File: config.mk
export PLATFORM = sky130hd
export DESIGN_NAME = pnode_channel_filter
export DESIGN_NICKNAME = d
export VERILOG_FILES = /design/src/rtl/pnode_channel_filter_pkg.sv /design/src/rtl/pnode_channel_filter_out_fifo.sv /design/src/rtl/pnode_channel_filter.sv
export SDC_FILE = /design/constraint.sdc
export NUM_CORES = 1
export LEC_CHECK = 0
export CORE_MARGIN = 5
export CORE_UTILIZATION = 54
export DETAILED_ROUTE_END_ITERATION = 8
export GPL_TIMING_DRIVEN = 1
export PLACE_DENSITY = 0.79
export SLEW_MARGIN = 20
export SYNTH_ARGS = -nofsm -noshare
export SYNTH_HDL_FRONTEND = slang
export SYNTH_SLANG_ARGS = --single-unit
export TNS_END_PERCENT = 30
File: constraint.sdc
create_clock -name clock -period 6.16 [get_ports clock]
set_input_delay 0.616 -clock clock [delete_from_list [all_inputs] [get_ports clock]]
set_output_delay 0.616 -clock clock [all_outputs]
set_load 0.02 [all_outputs]
File: src/rtl/pnode_channel_filter_pkg.sv
// Shared field positions, FSM state type and output word layout for the
// per-node channel filter.
package pnode_pkg;

    localparam int CH_HI   = 137;
    localparam int CH_LO   = 130;
    localparam int SOP_BIT = 129;
    localparam int EOP_BIT = 128;
    localparam int DATA_W  = 128;
    localparam int TAP_W   = 138;

    typedef enum logic [1:0] {
        IDLE = 2'd0,
        PASS = 2'd1,
        DROP = 2'd2
    } pnode_state_t;

    typedef struct packed {
        logic              err;
        logic [7:0]        channel;
        logic              sop;
        logic              eop;
        logic [DATA_W-1:0] data;
    } pnode_word_t;

    // Saturating 32-bit increment: statistics stick at all-ones.
    function automatic logic [31:0] satInc(input logic [31:0] v);
        return (v == 32'hFFFF_FFFF) ? v : v + 32'd1;
    endfunction

endpackage

File: src/rtl/pnode_channel_filter_out_fifo.sv
// First-word-fall-through output FIFO with occupancy count. A push into a
// full FIFO is only honoured when a pop frees a slot in the same cycle.
module pnode_out_fifo #(
    parameter  int WIDTH = 139,
    parameter  int DEPTH = 4,
    localparam int PTR_W = (DEPTH > 1) ? $clog2(DEPTH) : 1,
    localparam int CNT_W = $clog2(DEPTH + 1)
) (
    input  logic             clock,
    input  logic             aclr_n,
    input  logic             i_push,
    input  logic [WIDTH-1:0] i_pushData,
    input  logic             i_pop,
    output logic [WIDTH-1:0] o_popData,
    output logic [CNT_W-1:0] o_count,
    output logic             o_empty,
    output logic             o_full
);

    logic [WIDTH-1:0] r_mem [DEPTH];
    logic [PTR_W-1:0] r_wrPtr;
    logic [PTR_W-1:0] r_rdPtr;
    logic [CNT_W-1:0] r_count;
    logic             w_doPush;
    logic             w_doPop;

    function automatic logic [PTR_W-1:0] nextPtr(input logic [PTR_W-1:0] p);
        return (p == PTR_W'(DEPTH - 1)) ? '0 : p + PTR_W'(1);
    endfunction

    assign o_empty   = (r_count == '0);
    assign o_full    = (r_count == CNT_W'(DEPTH));
    assign o_count   = r_count;
    assign o_popData = r_mem[r_rdPtr];
    assign w_doPop   = i_pop && !o_empty;
    assign w_doPush  = i_push && (!o_full || w_doPop);

    // Storage array; contents need no reset because count gates visibility.
    always_ff @(posedge clock) begin
        if (w_doPush) begin
            r_mem[r_wrPtr] <= i_pushData;
        end
    end

    // Pointer and occupancy bookkeeping.
    always_ff @(posedge clock or negedge aclr_n) begin
        if (!aclr_n) begin
            r_wrPtr <= '0;
            r_rdPtr <= '0;
            r_count <= '0;
        end else begin
            if (w_doPush) r_wrPtr <= nextPtr(r_wrPtr);
            if (w_doPop)  r_rdPtr <= nextPtr(r_rdPtr);
            case ({w_doPush, w_doPop})
                2'b10:   r_count <= r_count + CNT_W'(1);
                2'b01:   r_count <= r_count - CNT_W'(1);
                default: r_count <= r_count;
            endcase
        end
    end

endmodule

File: src/rtl/pnode_channel_filter.sv
// Per-node tap consumer: requests words from the input chain, keeps the
// packets addressed to this node, and re-emits them through a small FIFO
// whose free space is reserved before each request is issued.
module pnode_channel_filter
    import pnode_pkg::*;
#(
    parameter logic [7:0] NODE_ID   = 8'd0,
    parameter logic       MATCH_ALL = 1'b0,
    parameter int         DEPTH     = 4
) (
    input  logic               clock,
    input  logic               aclr_n,
    input  logic [TAP_W-1:0]   in_data,
    input  logic               in_valid,
    output logic               in_ready,
    output logic [DATA_W-1:0]  out_data,
    output logic               out_sop,
    output logic               out_eop,
    output logic               out_err,
    output logic [7:0]         out_channel,
    output logic               out_valid,
    input  logic               out_ready,
    output logic [31:0]        stat_pkts,
    output logic [31:0]        stat_drops,
    output logic [31:0]        stat_errs
);

    localparam int CNT_W = $clog2(DEPTH + 1);

    pnode_state_t r_state;
    logic [7:0]   r_channel;
    logic         r_pending;
    logic         r_alive;
    logic [31:0]  r_statPkts;
    logic [31:0]  r_statDrops;
    logic [31:0]  r_statErrs;

    pnode_state_t     w_next;
    pnode_word_t      w_pushWord;
    pnode_word_t      w_popWord;
    logic             w_push;
    logic             w_pop;
    logic             w_empty;
    logic             w_full;
    logic [CNT_W-1:0] w_count;
    logic [CNT_W:0]   w_credit;
    logic             w_accept;
    logic             w_match;
    logic             w_latch;
    logic             w_incPkt;
    logic             w_incDrop;
    logic             w_incErr;
    logic [7:0]       w_inCh;
    logic             w_inSop;
    logic             w_inEop;

    assign w_inCh   = in_data[CH_HI:CH_LO];
    assign w_inSop  = in_data[SOP_BIT];
    assign w_inEop  = in_data[EOP_BIT];
    assign w_match  = MATCH_ALL || (w_inCh == NODE_ID);

    // Outstanding requests plus stored words must stay below DEPTH, using the
    // count before any same-cycle pop so every answered request has a slot.
    assign w_credit = {1'b0, w_count} + {{CNT_W{1'b0}}, r_pending};
    assign in_ready = r_alive && (w_credit < (CNT_W + 1)'(DEPTH));

    // Requested words always fit; an unrequested word needs a free slot.
    assign w_accept = in_valid && (r_pending || !w_full);

    assign w_pop       = !w_empty && out_ready;
    assign out_valid   = !w_empty;
    assign out_data    = w_popWord.data;
    assign out_sop     = w_popWord.sop;
    assign out_eop     = w_popWord.eop;
    assign out_err     = w_popWord.err;
    assign out_channel = w_popWord.channel;
    assign stat_pkts   = r_statPkts;
    assign stat_drops  = r_statDrops;
    assign stat_errs   = r_statErrs;

    // Packet framing: decide what to push, where to go and what to count.
    always_comb begin
        w_next             = r_state;
        w_push             = 1'b0;
        w_latch            = 1'b0;
        w_incPkt           = 1'b0;
        w_incDrop          = 1'b0;
        w_incErr           = 1'b0;
        w_pushWord.err     = 1'b0;
        w_pushWord.channel = r_channel;
        w_pushWord.sop     = w_inSop;
        w_pushWord.eop     = w_inEop;
        w_pushWord.data    = in_data[DATA_W-1:0];
        if (in_valid && !w_accept) begin
            w_incErr = 1'b1;
        end else if (w_accept) begin
            if (r_state == PASS) begin
                w_push = 1'b1;
                if (!w_inSop) begin
                    if (w_inEop) begin
                        w_incPkt = 1'b1;
                        w_next   = IDLE;
                    end
                end else begin
                    w_pushWord.sop  = 1'b0;
                    w_pushWord.eop  = 1'b1;
                    w_pushWord.err  = 1'b1;
                    w_pushWord.data = '0;
                    w_incErr        = 1'b1;
                    w_next          = w_inEop ? IDLE : DROP;
                end
            end else if ((r_state == DROP) && !w_inSop) begin
                if (w_inEop) w_next = IDLE;
            end else begin
                if ((r_state == DROP) || !w_inSop) w_incErr = 1'b1;
                if (w_inSop) begin
                    w_latch = 1'b1;
                    if (w_match) begin
                        w_push             = 1'b1;
                        w_pushWord.channel = w_inCh;
                        if (w_inEop) w_incPkt = 1'b1;
                        else         w_next   = PASS;
                    end else begin
                        w_incDrop = 1'b1;
                        w_next    = w_inEop ? IDLE : DROP;
                    end
                end
            end
        end
    end

    // FSM state, latched channel, request tracking and statistics.
    always_ff @(posedge clock or negedge aclr_n) begin
        if (!aclr_n) begin
            r_state     <= IDLE;
            r_channel   <= '0;
            r_pending   <= 1'b0;
            r_alive     <= 1'b0;
            r_statPkts  <= '0;
            r_statDrops <= '0;
            r_statErrs  <= '0;
        end else begin
            r_state   <= w_next;
            r_pending <= in_ready;
            r_alive   <= 1'b1;
            if (w_latch)   r_channel   <= w_inCh;
            if (w_incPkt)  r_statPkts  <= satInc(r_statPkts);
            if (w_incDrop) r_statDrops <= satInc(r_statDrops);
            if (w_incErr)  r_statErrs  <= satInc(r_statErrs);
        end
    end

    pnode_out_fifo #(
        .WIDTH ($bits(pnode_word_t)),
        .DEPTH (DEPTH)
    ) u_outFifo (
        .clock      (clock),
        .aclr_n     (aclr_n),
        .i_push     (w_push),
        .i_pushData (w_pushWord),
        .i_pop      (w_pop),
        .o_popData  (w_popWord),
        .o_count    (w_count),
        .o_empty    (w_empty),
        .o_full     (w_full)
    );

endmodule

# --- Yosys cells after proc, flatten, opt, wreduce, memory -nomap -nowiden ---
# Memory sizes are Yosys's and may differ from the RTL's.
# Cells that the tools add are included.
word_totals:
  ff_bits: 115
  mem_bits_rw: 556
  inputBits: 142
  out_inout_bits: 237
  wordCells: 109
  memories: 1
op_classes:
  add_sub_neg: 8
  n_lt_le_gt_ge: 1
  eq_ne: 11
  muxes: 52
  bitwise: 4
  reduce_logical: 22
memory_table:
  columns: ["name", "depth", "width", "read_ports", "rd_ports_with_merged_regs", "wr", "line_no", "rtl"]
  rows:
  - ["u_outFifo.r_mem", 4, 139, 1, 0, 1, "pnode_channel_filter_out_fifo.sv:20", "logic [WIDTH-1:0] r_mem [DEPTH];"]
op_table:
  columns: ["operator", "n"]
  rows:
  - ["139-bit 2-to-1 mux", 2]
  - ["130-bit 2-to-1 mux", 1]
  - ["129-bit 2-to-1 mux", 1]
  - ["32-bit by 1-bit adder with 32-bit output, second input constant", 3]
  - ["32-bit == test, second input constant", 3]
  - ["1-bit 2-to-1 mux", 33]
  - ["8-bit 2-to-1 mux", 4]
  - ["2-bit 2-to-1 mux", 10]
  - ["2-bit == test, second input constant", 4]
  - ["8-bit zero test", 1]
  - ["1-bit logical AND", 7]
  - ["3-bit one-hot mux with 2 select lines", 1]
  - ["2-bit AND reduction", 3]
  - ["2-bit by 1-bit adder with 2-bit output, second input constant", 2]
  - ["3-bit by 1-bit adder with 4-bit output", 1]
  - ["2-bit by 1-bit == test with 1-bit output, second input constant", 2]
  - ["1-bit zero test", 4]
  - ["4-bit by 3-bit less-than comparator with 1-bit output, second input constant", 1]
  - ["4-bit by 2-bit != test with 1-bit output, second input constant", 1]
  - ["1-bit inverter", 4]
  - ["4-bit AND reduction", 1]
  - ["3-bit by 1-bit adder with 3-bit output, second input constant", 1]
  - ["3-bit == test, second input constant", 1]
  - ["3-bit zero test", 1]
  - ["other kinds (4)", 6]

# --- Depth between registers and ports, before layout ---
depth:
  ltp_word: 10
  mapped_depth: 11
  ltp_nobuf: 11

# --- Hierarchy ---
# A second synthesis with hierarchy kept.
hier_totals:
  hier_cells: 1442
  hier_area_um2: 26844.5
modules_own_cells:
  columns: ["mod", "instances", "cells_per_inst", "area_each_um2", "seq_area_each_um2"]
  rows:
  - ["pnode_out_fifo", 1, 768, 20508.4, 16871.2]
  - ["pnode_channel_filter", 1, 674, 6336.1, 2702.6]

# --- Worst setup path before layout ---
# No wires, ideal clock.
synth_path:
  path_type: "input to register"
  from: "input port in_data[134]"
  to: "memory u_outFifo.r_mem[0][0] (enable)"
  setup_ps: 515
  arrival_ps: 5346
  path_slack_ps: 300
  stages: 5
  path_buffers: 0
  cell_sequence: "or4_1 > nor2_1 > a21oi_1 > a211oi_1 > and2_1"
synth_between:
  elab_chain_len: 10
synth_rtl:
  columns: ["element", "line_no", "rtl"]
  rows:
  - ["from (decl)", "pnode_channel_filter.sv:13", "input logic [TAP_W-1:0] in_data,"]
  - ["8-bit zero test", "pnode_channel_filter.sv:60", "assign w_match = MATCH_ALL || (w_inCh == NODE_ID);"]
  - ["1-bit 2-to-1 mux", "pnode_channel_filter.sv:118", "if (w_match) begin"]
  - ["1-bit 2-to-1 mux", "pnode_channel_filter.sv:116", "if (w_inSop) begin"]
  - ["1-bit 2-to-1 mux", "pnode_channel_filter.sv:112", "end else if ((r_state == DROP) && !w_inSop) begin"]
  - ["1-bit 2-to-1 mux", "pnode_channel_filter.sv:97", "if (r_state == PASS) begin"]
  - ["1-bit 2-to-1 mux", "pnode_channel_filter.sv:96", "end else if (w_accept) begin"]
  - ["1-bit 2-to-1 mux", "pnode_channel_filter.sv:94", "if (in_valid && !w_accept) begin"]
  - ["1-bit logical AND", "pnode_channel_filter_out_fifo.sv:36", "assign w_doPush = i_push && (!o_full || w_doPop);"]
  - ["1-bit 2-to-1 mux", "pnode_channel_filter_out_fifo.sv:40", "if (w_doPush) begin"]
  - ["1-bit 2-to-1 mux (not written as such)", "pnode_channel_filter_out_fifo.sv:41", "r_mem[r_wrPtr] <= i_pushData;"]
  - ["to (decl)", "pnode_channel_filter_out_fifo.sv:20", null]
# No other way between the ends.

# --- Worst setup path in the final report ---
layout_path:
  from: "input port in_data[130]"
  to: "memory u_outFifo.r_mem[0][72] (enable)"
# Same word-level chain as after synthesis.

==> impl_metrics.tcl <==
set metrics [dict create \
    status "finished clean" \
    p_per_area_mw_per_mm2 383.5 \
    yosysWarnings 0 \
    io_pins 379 \
    grt_pass1_wl_um 90490 \
    synth-edff-count 556 \
    syn_area_mm2 0.02643 \
    io_buffers 378 \
    placementRows 81 \
    drtIter0Drc 961 \
    dpl.hpwl_um 36940 \
    peakVddDrop_uv 255.0 \
    grt_overflow_total 0 \
    hp-class "reg2reg" \
    die-area_mm2 0.05346 \
    hold_slack_ps 489.5 \
    vias 14189 \
    critPathMaxFanout 49 \
    syn_avg_cell_area_um2 18.89 \
    finalPower_uw 12750 \
    seqPwrFrac_pct 41.3 \
    synthArstFlopShare_pct 17.14 \
    path_class "in2reg" \
    firstDrtPassIters 5 \
    finalCritPeriodShare_pct 66.00 \
    drc 0 \
    antenna_found_initial 3 \
    fp.coreArea_mm2 0.04865 \
    finClkSkew_ps 18.35 \
    worst_r2r_path_depth 5 \
    cts_tree "built" \
    worstSkewPairLatency_ps 590 \
    cp-start-kind "input pin" \
    rsz0062_at_grt "false" \
    grt_pass1_vias 14971 \
    cts_buffer_depth 3 \
    p_int_uw 9183 \
    hold_viol_final 0 \
    seq_area_frac_synth_pct 74.07 \
    path_clk_slew_ps 60 \
    drive_gt1_share_pct 15.32 \
    wirelength_um 58520 \
    grt_max_degree 92 \
    maxClockFrequency_mhz 246.0 \
    initial_utilization_pct 54.32 \
    max-cap-violations 0 \
    post_cts_buffers 0 \
    switching_share_pct 27.97 \
    syn2layout_area_growth_pct 25.78 \
    synth_cells 1399 \
    leakage_uw 0.01130 \
    endpoint_kind "register" \
    routedWlPerCell_um 23.57 \
    worstPathRequired_ps 6400 \
    nets 1967 \
    avgViaCountPerCell 5.714 \
    tightestPinTransition_ps 1006 \
    htreeDepth 3 \
    final_antenna_net_count 0 \
    die_w_um 231.2 \
    gr-usage-all-layers_pct 22.09 \
    routabilityCongestion 0.8622 \
    min_path_cells 1 \
    setup_viol 0 \
    ctsRootBufferMaster "clkbuf_16" \
    ys_types 54 \
    synthFlopType "edfxtp_1" \
    ys_seq_elements 671 \
    drv_slew 0 \
    finalNonFillerCells 2483 \
    slew-limit-headroom_pct 32.95 \
    pwr-share-comb_pct 28.0 \
    setup_tns_ps 0 \
    final.min_clock_period_ps 4066 \
    p_clk_share_pct 30.7 \
    numCtsBuffers 67 \
    final_util_pct 68.33 \
    die_y_um 231.2 \
    clock_sinks 671 \
    syn_nets 1552 \
    switchingPower_uw 3566 \
    place_inst 2365 \
    arrival_ps 4310 \
]
## layout by cell type (no fill, tap or decap), drive strengths merged, types with 23 or more instances in the layout
cell type	n
xor2	23
and2	134
nand4	35
buf	24
nand2	44
clkdlybuf4s50	377
mux4	139
edfxtp	556
clkbuf	87
xnor2	70
nand3	37
nor2	33
dfrtp	115
## final timing paths
kind	slack (ps)	end	startpoint
worst max-delay path	2090	u_outFifo.r_mem[0][72]	in_data[130]
worst min-delay path	490	stat_errs[20]	stat_errs[20]
worst max register to register	2570	u_outFifo.r_mem[0][72]	r_state[0]
worst min register to register	490	stat_errs[20]	stat_errs[20]
max in group asynchronous	4450	u_outFifo.r_rdPtr[0]	aclr_n
min in group asynchronous	540	stat_drops[12]	aclr_n
## per-layer routing
layer | routed length [um] | global-route usage (%) | vias to the layer above
met2 | 29220 | 36.23 | 491
met5 | 27 | 0 | -
met3 | 4973 | 6.542 | 70
li1 | - | - | 6299
met4 | 1106 | 5.962 | 4
met1 | 23190 | 29.45 | 7325
## worst max-delay path: stages
cell	delay, ps
clkdlybuf4s50_1	410
or4_1	630
nor2_1	410
a21oi_1	140
a211oi_1	780
and2_4	790
buf_4	470
## cell usage after synthesis, types with 6 or more instances
cell	instances	area, um2
nor2_1	31	116.4
xor2_1	23	201.4
clkbuf_1	35	131.4
nor3_1	18	90.09
buf_1	19	71.32
ha_1	10	125.1
and3_1	15	93.84
and2_1	133	832.1
mux2_2	13	146.4
inv_1	19	71.32
nand2_1	44	165.2
and4_1	11	96.34
nand4_1	35	219.0
nand3_1	37	185.2
mux4_2	139	3131
a21oi_1	6	30.03
dfrtp_1	115	2878
nor2b_1	11	68.82
xnor2_1	70	613.1
edfxtp_1	556	16700
## power by group through the flow
stage	Sequential [uW]	Clock (uW)	Combinational (uW)
final	5270	3920	3570
after detailed placement	5430	0	3520
after global routing	5290	4220	3770
after CTS	5340	4000	3540
after floorplan	5240	0	2110
after global placement	5430	0	3510
## stage by stage
| step | setup slack (ps) | instance area (um2) |
|---|---|---|
| floorplan | 299.6 | 26430 |
| global placement | 1572 | 31090 |
| detailed placement | 1491 | 31090 |
| CTS | 2036 | 33200 |
| global route | 1870 | 33240 |
| finish | 2094 | 33240 |
## sequential cells by signal, indices dropped and copies added (netlist names)
signal,count
stat_errs,32
stat_pkts,32
r_alive,1
stat_drops,32
r_state,2
u_outFifo.r_rdPtr,2
u_outFifo.o_count,3
u_outFifo.r_wrPtr,2
u_outFifo.r_mem,556
r_channel,8
r_pending,1
## final cells by class
type	instances	area, um2
diodes	1	2.502
clock buffers	87	1804
clock inverters	28	294.0
fillers	3178	15410
inverters	19	71.32
multi-input cells	653	6596
flip-flops and latches	671	19580
well taps	622	778.2
repair buffers	402	4113
## what timing repair did
item	CTS	global route
resized for setup	0	0
hold buffers	1	0
hold endpoints to repair	32	0
## logic make-up after synthesis
| family | share of synthesized area (%) |
|---|---|
| DFF | 74.07 |
| and+or+nand+nor | 8.082 |
| muxes | 12.48 |
| xor gates and xnor gates | 3.082 |
| buffers and inverters | 1.075 |
| AOI/OAI and AO/OA | 0.6534 |
| adders and majority gates | 0.5492 |
| other | 0.01419 |
Power figures use the tool's default switching activity.
==> patch 1: new RTL, same flow settings <==
Set the parameter `MATCH_ALL` to 1'b1 (it was 1'b0).
--- a/src/rtl/pnode_channel_filter.sv
+++ b/src/rtl/pnode_channel_filter.sv
@@ -6,5 +6,5 @@
 #(
     parameter logic [7:0] NODE_ID   = 8'd0,
-    parameter logic       MATCH_ALL = 1'b0,
+    parameter logic       MATCH_ALL = 1'b1,
     parameter int         DEPTH     = 4
 ) (
Function: changed (a bounded check fails within 4 cycles, from zero or initial values).
==> patch 1 against the original RTL <==
  * Sequential power up 10%
  * Routed wire length is 9.4% lower
  * Cell area shrank 5.1%
  * Synthesized cell count down 6.2%
  * Largest cell class unchanged
  * Final cell count shrank 6.1%
  * Fmax is 7.2% higher
  * Worst setup slack improved by 0.27 ns
  * Register-to-register slack better by 0.41 ns
  * Sequential cell count shrank 32
  * Critical path depth down 4
  * Synthesized area is 3.7% lower
  * Power up 12%
==> patch 1: results (changes against the original RTL) <==
status: "finished, final reports clean"
grt_max_degree: 140  # +52%
cts_resized: 0  # unchanged
routed_via_density: 5.64  # -1.3%
htree_levels: 2  # -1
ir_worst_vdd_mv: 0.354  # +39%
ys_top_cells_by_count: "edfxtp_1 (556), mux4_2 (139), and2_1 (133)"
grt_pass1_vias: 13300  # -11%
clkLatencyLatePin_ns: 0.62  # +0.03 ns
clock_skew_ns: 0.0233  # +0.00494 ns
critPathMaxFanout: 45  # -8.2%
synthTopCellsByArea: "edfxtp_1 (66%), mux4_2 (12%), dfrtp_1 (8.2%)"
wl_um: 53000  # -9.4%
post_cts_buffers: 0  # unchanged
pre_cts_ws_ns: 2.14  # +0.645 ns
final_nets: 1827  # -7.1%
drtIter0Drc: 893  # -7.1%
crit_arrival_ns: 3.18  # -1.13 ns
drive_above_1_share_pct: 16.8  # +1.5 points
hp-class: "input pin to asynchronous set/reset pin"
ys_types: 58  # +7.4%
port_buffers: 346  # -8.5%
grt_pass1_wl_um: 78700  # -13%
synth_seq_area_share_pct: 73.7  # -0.33 points
worst-slew-pin-transition_ns: 1.04  # +0.0310 ns
gp_congestion: 0.882  # +2.3%
grt_use_total_pct: 20.0  # -2.1 points
antenna_found_initial: 4  # +1
leakage_nw: 10.8  # -4.1%
dp_hpwl_um: 32600  # -12%
antenna_cells: 0  # -1
synthArstFlopShare_pct: 13.0  # -4.1 points
cts_made_buffers: 59  # -12%
## patch 1: changes by cell type after synthesis, sizes merged, moves of 10 or more
cell	unedited run	this run
nand2	44	34
nand4	35	18
xor2	23	61
buf	21	60
nand3	37	25
xnor2	70	4
dfrtp	115	83
nor4	2	27
nor2	33	21
nor3	18	30
## patch 1: per-layer routing
| layer | track usage, % | part of all wire [%] | up-vias |
|---|---|---|---|
| met5 | 0 | 0.12 | - |
| met4 | 3.88 | 1.6 | 8 |
| met3 | 6.69 | 8.8 | 72 |
| met2 | 31.7 | 49 | 429 |
| met1 | 28.0 | 41 | 6802 |
| li1 | - | - | 5847 |
## patch 1: final timing paths
| check | from | end | slack, ns | cells after the start |
|---|---|---|---|---|
| max in group asynchronous | aclr_n | u_outFifo.r_rdPtr[1]$_DFFE_PN0P_ | 5.50 | 1 |
| max reg2reg | u_outFifo.o_count[0]$_DFFE_PN0P_ | u_outFifo.r_mem[0][49]$_DFFE_PP_ | 2.98 | 5 |
| min | aclr_n | stat_pkts[29]$_DFFE_PN0P_ | 0.02 | 1 |
| min in group clock | r_channel[7]$_DFFE_PN0P_ | r_channel[7]$_DFFE_PN0P_ | 0.49 | 1 |
| max | u_outFifo.r_rdPtr[0]$_DFFE_PN0P_ | out_data[66] | 2.37 | 3 |
| min reg2reg | r_channel[7]$_DFFE_PN0P_ | r_channel[7]$_DFFE_PN0P_ | 0.49 | 1 |
## patch 1: report_power, final
part           switching (mW)  internal [mW]
Clock                    1.56           2.23
Sequential              0.301           5.50
Combinational            2.45           2.23
Total                    4.32           9.96
## patch 1: worst max-delay path: stages (launching register included)
cell,delay (ns)
dfrtp_4,0.57
buf_4,0.76
mux4_2,0.59
clkdlybuf4s50_1,0.63
## patch 1: final cells by class
type                       count  area (um2)
fill                        3025       15000
multi-input combinational    603        6260
clock inverter                46         533
timing repair buffer         357        3620
sequential                   639       18800
clock buffer                  65        1540
inverter                      15        56.3
tap                          607         759
## patch 1: cell families after synthesis
logic type	share of synthesized area [%]
AO/OA/AOI/OAI	0.418
other	0.0295
multiplexers	13.2
buffers and inverters	2.21
XOR/XNOR	2.24
adder cells (fa/ha/maj)	0.521
AND/OR/NAND/NOR	7.66
flip-flops	73.7
## patch 1: stage by stage
stage	hold WS [ns]	instance area, um2	cells	utilization [%]	power, mW
4_1_cts	0.214	31500	2332	67.8	14.5
6_report	0.0190	31500	2332	67.8	14.3
3_5_place_dp	0.468	29500	2221	63.3	10.7
2_1_floorplan	0.320	25600	1343	-	8.71
5_1_grt	0.0926	31500	2332	67.8	14.9
3_3_place_gp	0.462	29500	2221	63.3	10.6
